===== src/rtl/program_counter_unit.sv =====
// Fetch-address register and next-PC selection with a BOOT/RUN/HALT control FSM.
// Define PC_RAS_EN to build the return-address stack; otherwise ret acts as a plain jr.
module program_counter_unit #(
  parameter int               WIDTH        = 32,
  parameter logic [WIDTH-1:0] RESET_VECTOR = '0,
  parameter int               RAS_DEPTH    = 4
) (
  input  logic             clk,
  input  logic             rst_n,
  input  logic             stall,
  input  logic             br_taken,
  input  logic [15:0]      br_imm,
  input  logic             jmp,
  input  logic [WIDTH-1:0] jmp_addr,
  input  logic             jr,
  input  logic [WIDTH-1:0] jr_addr,
  input  logic             call,
  input  logic             ret,
  input  logic             resume,
  input  logic [WIDTH-1:0] resume_addr,
  output logic [WIDTH-1:0] pc_out,
  output logic [WIDTH-1:0] pc_plus4,
  output logic             pc_valid,
  output logic             halted,
  output logic             misalign,
  output logic             ras_err
);

  typedef enum logic [1:0] {BOOT, RUN, HALT} state_t;

  state_t           state, state_nxt;
  logic [WIDTH-1:0] pc_nxt, target;
  logic             valid_nxt, halted_nxt, misalign_nxt;
  logic             run_adv, trap;
  logic             pop_hit;
  logic [WIDTH-1:0] pop_val;

  function automatic logic [WIDTH-1:0] branch_target(input logic [WIDTH-1:0] base,
                                                     input logic [15:0]      imm);
    logic signed [WIDTH+17:0] ext;
    logic [WIDTH-1:0]         ofs;
    ext = {{(WIDTH+2){imm[15]}}, imm};
    ofs = ext[WIDTH-1:0] << 2;
    return base + ofs;
  endfunction

  assign pc_plus4 = pc_out + WIDTH'(4);
  assign run_adv  = (state == RUN) && !stall;

`ifdef PC_RAS_EN
  localparam int CNT_W = $clog2(RAS_DEPTH + 1);

  logic [WIDTH-1:0] ras [RAS_DEPTH];
  logic [CNT_W-1:0] ras_cnt, ras_cnt_nxt;
  logic             do_push, do_pop, ras_empty, ras_full, ras_evt;

  assign do_push   = run_adv && call;
  assign do_pop    = run_adv && ret;
  assign ras_empty = (ras_cnt == '0);
  assign ras_full  = (ras_cnt == CNT_W'(RAS_DEPTH));
  assign pop_hit   = do_pop && !ras_empty;
  assign pop_val   = ras[0];
  // Simultaneous call/ret replaces the top in place; the pop has already read it.
  assign ras_evt   = (do_pop && ras_empty) || (do_push && !do_pop && ras_full);

  always_comb begin
    ras_cnt_nxt = ras_cnt;
    if (do_push && do_pop) begin
      if (ras_empty) ras_cnt_nxt = CNT_W'(1);
    end else if (do_push) begin
      if (!ras_full) ras_cnt_nxt = ras_cnt + CNT_W'(1);
    end else if (do_pop) begin
      if (!ras_empty) ras_cnt_nxt = ras_cnt - CNT_W'(1);
    end
  end

  // Entry 0 is the top; a push on a full stack shifts the oldest entry out the bottom.
  always_ff @(posedge clk) begin
    if (do_push && do_pop) begin
      ras[0] <= pc_plus4;
    end else if (do_push) begin
      for (int i = RAS_DEPTH - 1; i > 0; i--) ras[i] <= ras[i-1];
      ras[0] <= pc_plus4;
    end else if (do_pop) begin
      for (int i = 0; i < RAS_DEPTH - 1; i++) ras[i] <= ras[i+1];
    end
  end

  always_ff @(posedge clk or negedge rst_n) begin
    if (!rst_n) begin
      ras_cnt <= '0;
      ras_err <= 1'b0;
    end else begin
      ras_cnt <= ras_cnt_nxt;
      ras_err <= ras_err | ras_evt;
    end
  end
`else
  logic unused_ras;
  assign unused_ras = call ^ (RAS_DEPTH > 0);
  assign pop_hit    = 1'b0;
  assign pop_val    = '0;
  assign ras_err    = 1'b0;
`endif

  always_comb begin
    if (jr || ret)    target = pop_hit ? pop_val : jr_addr;
    else if (jmp)     target = jmp_addr;
    else if (br_taken) target = branch_target(pc_plus4, br_imm);
    else              target = pc_plus4;
  end

  // A misaligned current PC (from a resume) traps as well as a misaligned target.
  assign trap = (target[1:0] != 2'b00) || (pc_out[1:0] != 2'b00);

  always_comb begin
    state_nxt    = state;
    pc_nxt       = pc_out;
    valid_nxt    = pc_valid;
    halted_nxt   = halted;
    misalign_nxt = misalign;
    unique case (state)
      BOOT: begin
        state_nxt = RUN;
        valid_nxt = 1'b1;
      end
      RUN: begin
        if (!stall) begin
          if (trap) begin
            state_nxt    = HALT;
            valid_nxt    = 1'b0;
            halted_nxt   = 1'b1;
            misalign_nxt = 1'b1;
          end else begin
            pc_nxt = target;
          end
        end
      end
      HALT: begin
        if (!stall && resume) begin
          state_nxt    = RUN;
          pc_nxt       = resume_addr;
          valid_nxt    = 1'b1;
          halted_nxt   = 1'b0;
          misalign_nxt = 1'b0;
        end
      end
      default: state_nxt = BOOT;
    endcase
  end

  always_ff @(posedge clk or negedge rst_n) begin
    if (!rst_n) begin
      state    <= BOOT;
      pc_out   <= RESET_VECTOR;
      pc_valid <= 1'b0;
      halted   <= 1'b0;
      misalign <= 1'b0;
    end else begin
      state    <= state_nxt;
      pc_out   <= pc_nxt;
      pc_valid <= valid_nxt;
      halted   <= halted_nxt;
      misalign <= misalign_nxt;
    end
  end

endmodule


===== config.mk =====
export PLATFORM = sky130hd
export DESIGN_NAME = program_counter_unit
export DESIGN_NICKNAME = d
export VERILOG_FILES = /design/src/rtl/program_counter_unit.sv
export SDC_FILE = /design/constraint.sdc
export NUM_CORES = 1
export LEC_CHECK = 0
export ABC_AREA = 1
export BUFFER_PORTS_ARGS = -buffer_cell sky130_fd_sc_hd__buf_4
export CORE_MARGIN = 2
export CORE_UTILIZATION = 40
export CTS_CLUSTER_SIZE = 40
export DETAILED_ROUTE_END_ITERATION = 7
export PLACE_DENSITY = 0.65
export SYNTH_ARGS = -nofsm -noshare
export SYNTH_HDL_FRONTEND = slang
export SYNTH_SLANG_ARGS = --single-unit

===== constraint.sdc =====
create_clock -name clk -period 4.13 [get_ports clk]
set_input_delay 0.826 -clock clk [delete_from_list [all_inputs] [get_ports clk]]
set_output_delay 0.826 -clock clk [all_outputs]
set_load 0.01 [all_outputs]

==> run metrics <==
status finished clean; IO Port Bufs between 150 and 200; largest net degree at the start of global routing 57; RSZ-0062 raised after global routing false; post-cts hold buffer count 0; worst r2r path cells 21; antenna fix cells 0; GPL Wtd Cong approximately 0.9; Die ar. 15900 um^2; WL final approximately 22000 um; Max-slew headroom 0.392; initial antenna violation count 0; R2R Setup Slk around 580 ps; cell area after layout roughly 7600 um^2; Detail Placement HPWL 18000 um; Sink Count 36; Initial Utilization 0.410; pins over their slew limit 0; share of the synthesized area in the top cell type 0.258; register bit count reported by yosys 36; distinct cell type count after synthesis 48; Setup WS pre-CTS 675 ps; Lkg Pwr ~4.3 nW; CP Launch Point pc_out[2]; Power Density between 500 and 600 nW/um^2; Max Cap Viol 0; Seq/Total Area, Yosys 0.151; Final period util 0.861; launching point of the worst reg2reg path pc_out[2]; ys async rst share 1.00; Clock Path Buffers 2; setup violators final 0; synth top area cells nand2_1 26%, dfrtp_1 15%, nor2_1 11%; Ports between 150 and 200; Setup Fix Bufs, Post-CTS 0; Routed Antenna Nets 0; CTS Root Cell clkbuf_16; clk_skew 11.5 ps; total power roughly 4.5 mW; Vias per Instance approximately 5; synthesized area per cell 5.36 um^2; first-pass GRT wire length approximately 34000 um; H-tree Lvls 2; die height roughly 130 um; top cell type by total area after synthesis nand2_1; Startpoint Class flop; Synth Instances 1110; area of the mapped netlist between 5000 and 6000 um^2; Final min period about 3600 ps; num rows 44; Final Hold Viols 0; average routed wire per standard cell 14.7 um; CP required around 4300 ps; CTS tree built; vias in the first global route between 6000 and 7000; initial DRC count roughly 450; Hold Path Class in2async; 1st-pass router iterations 5; layout net count roughly 1400; placed cell areas 7440 um^2; Worst-path clk slew 60 ps; aggregate negative setup slack 0 ps; Worst-Margin Slew a little over 900 ps; Synth Flop Type dfrtp_1; clk_lat worst skew between 200 and 300 ps; Area Growth Syn to Fin 27.4%; Resized cells post-CTS 0; commonest cells after routing, fill and taps aside 409 x nand2_1, 195 x buf_4, 168 x nor2_1; Worst Path Max Fanout 5; number of buffers created by CTS 5; EDFF count, synth 0; kind of critical path reg2reg; drt drc 0; Global Route Usage Sum 0.266; die width approximately 130 um; setup ws final approximately 580 ps; synth warn 0; maximum vdd ir drop 0.343 mV; fraction of layout instances using a drive strength above 1 0.185; hold_ws between 500 and 600 ps; Critical Path AT ~3700 ps; commonest non-fill, non-tap cell in the layout nand2_1; vias between 7000 and 8000; grt total ovfl 0; Synthesized Nets about 1300; Fmax 281 MHz; CP endpoint kind flop; RR Endpoint pc_out[15]; core area between 10000 and 15000 um^2
==> logic make-up after synthesis <==
| logic type | count (synthesis) | share of synthesized area |
|---|---|---|
| AO/OA/AOI/OAI | 113 | 0.107 |
| XOR/XNOR | 22 | 0.0336 |
| adder cells (fa/ha/maj) | 37 | 0.0790 |
| buffers and inverters | 179 | 0.127 |
| flip-flops | 36 | 0.151 |
| other | 1 | 0.000630 |
| AND/OR/NAND/NOR | 722 | 0.502 |
==> cell usage after synthesis, types with 2 or more instances <==
library cell  number
o21ai_1            2
nand3b_1           4
nor2_2             8
o21bai_1           4
o21ai_0           31
buf_4              8
xor2_1            15
a21o_1             3
ha_1              36
nand3_1           88
and2_1             6
xnor2_1            6
a21oi_1           56
nand2_2            5
buf_2              9
nand4_1           10
o211ai_1           8
nor3_1             7
buf_6              2
o221ai_1           2
inv_2              2
nor2_1           169
inv_1            140
nor3_2             4
nor2_4             2
nand2_1          409
or2_2              5
dfrtp_1           36
a311oi_1           2
clkbuf_1          13
==> per-stage QoR <==
step                      std cells   util
after CTS                      1461  0.522
after floorplan                1110      -
after global routing           1461  0.522
after detailed placement       1453  0.512
final                          1461  0.522
after global placement         1453  0.512
==> cell type report <==
cell class	count	area, um^2
clock buffer	5	125
clock inverter	3	18.8
fill	1622	6950
inverter	143	537
multi-input combinational	895	4310
sequential	36	901
tap	184	230
timing repair buffer	195	1460
==> how the worst max path moves through the flow <==
stage	to	slack, ps
after floorplan	pc_out[31]	1280
after global placement	pc_out[15]	730
after detailed placement	pc_out[15]	670
after CTS	pc_out[15]	650
after global routing	pc_out[22]	210
final	pc_out[15]	580
==> metal layers <==
| metal | track usage | wire [um] | share of wire |
|---|---|---|---|
| met2 | 0.434 | 9770 | 0.45 |
| met4 | 0.0924 | 654 | 0.030 |
| met5 | 0 | 0 | 0 |
| met1 | 0.369 | 9950 | 0.46 |
| met3 | 0.0259 | 1140 | 0.053 |
==> critical path: stages, from the launching register on <==
cell and delay (ps):
dfrtp_1 450, ha_1 260, nand2_1 100, nor2_2 270
inv_1 90, nor2_2 200, xor2_1 190, inv_1 150
ha_1 370, nand2_1 150, inv_1 50, nand2_1 60
nand2_1 90, a21oi_1 130, nand2_1 180, or2_1 260
nand3_1 70, nand3_1 70, nand2_1 80, nand2_1 90
nand3_1 80, nand2_1 50
==> state kept, by name (all words and copies together), names as in the netlist <==
register,count
pc_valid,1
state,2
misalign,1
pc_out,32
==> power by group <==
| group | internal (mW) | switching (mW) | leakage [nW] |
|---|---|---|---|
| clock | 0.222 | 0.151 | 0.0736 |
| sequential | 0.512 | 0.259 | 0.445 |
| combinational | 1.30 | 2.01 | 3.81 |
Note: power is estimated with default switching activity, not from simulation.
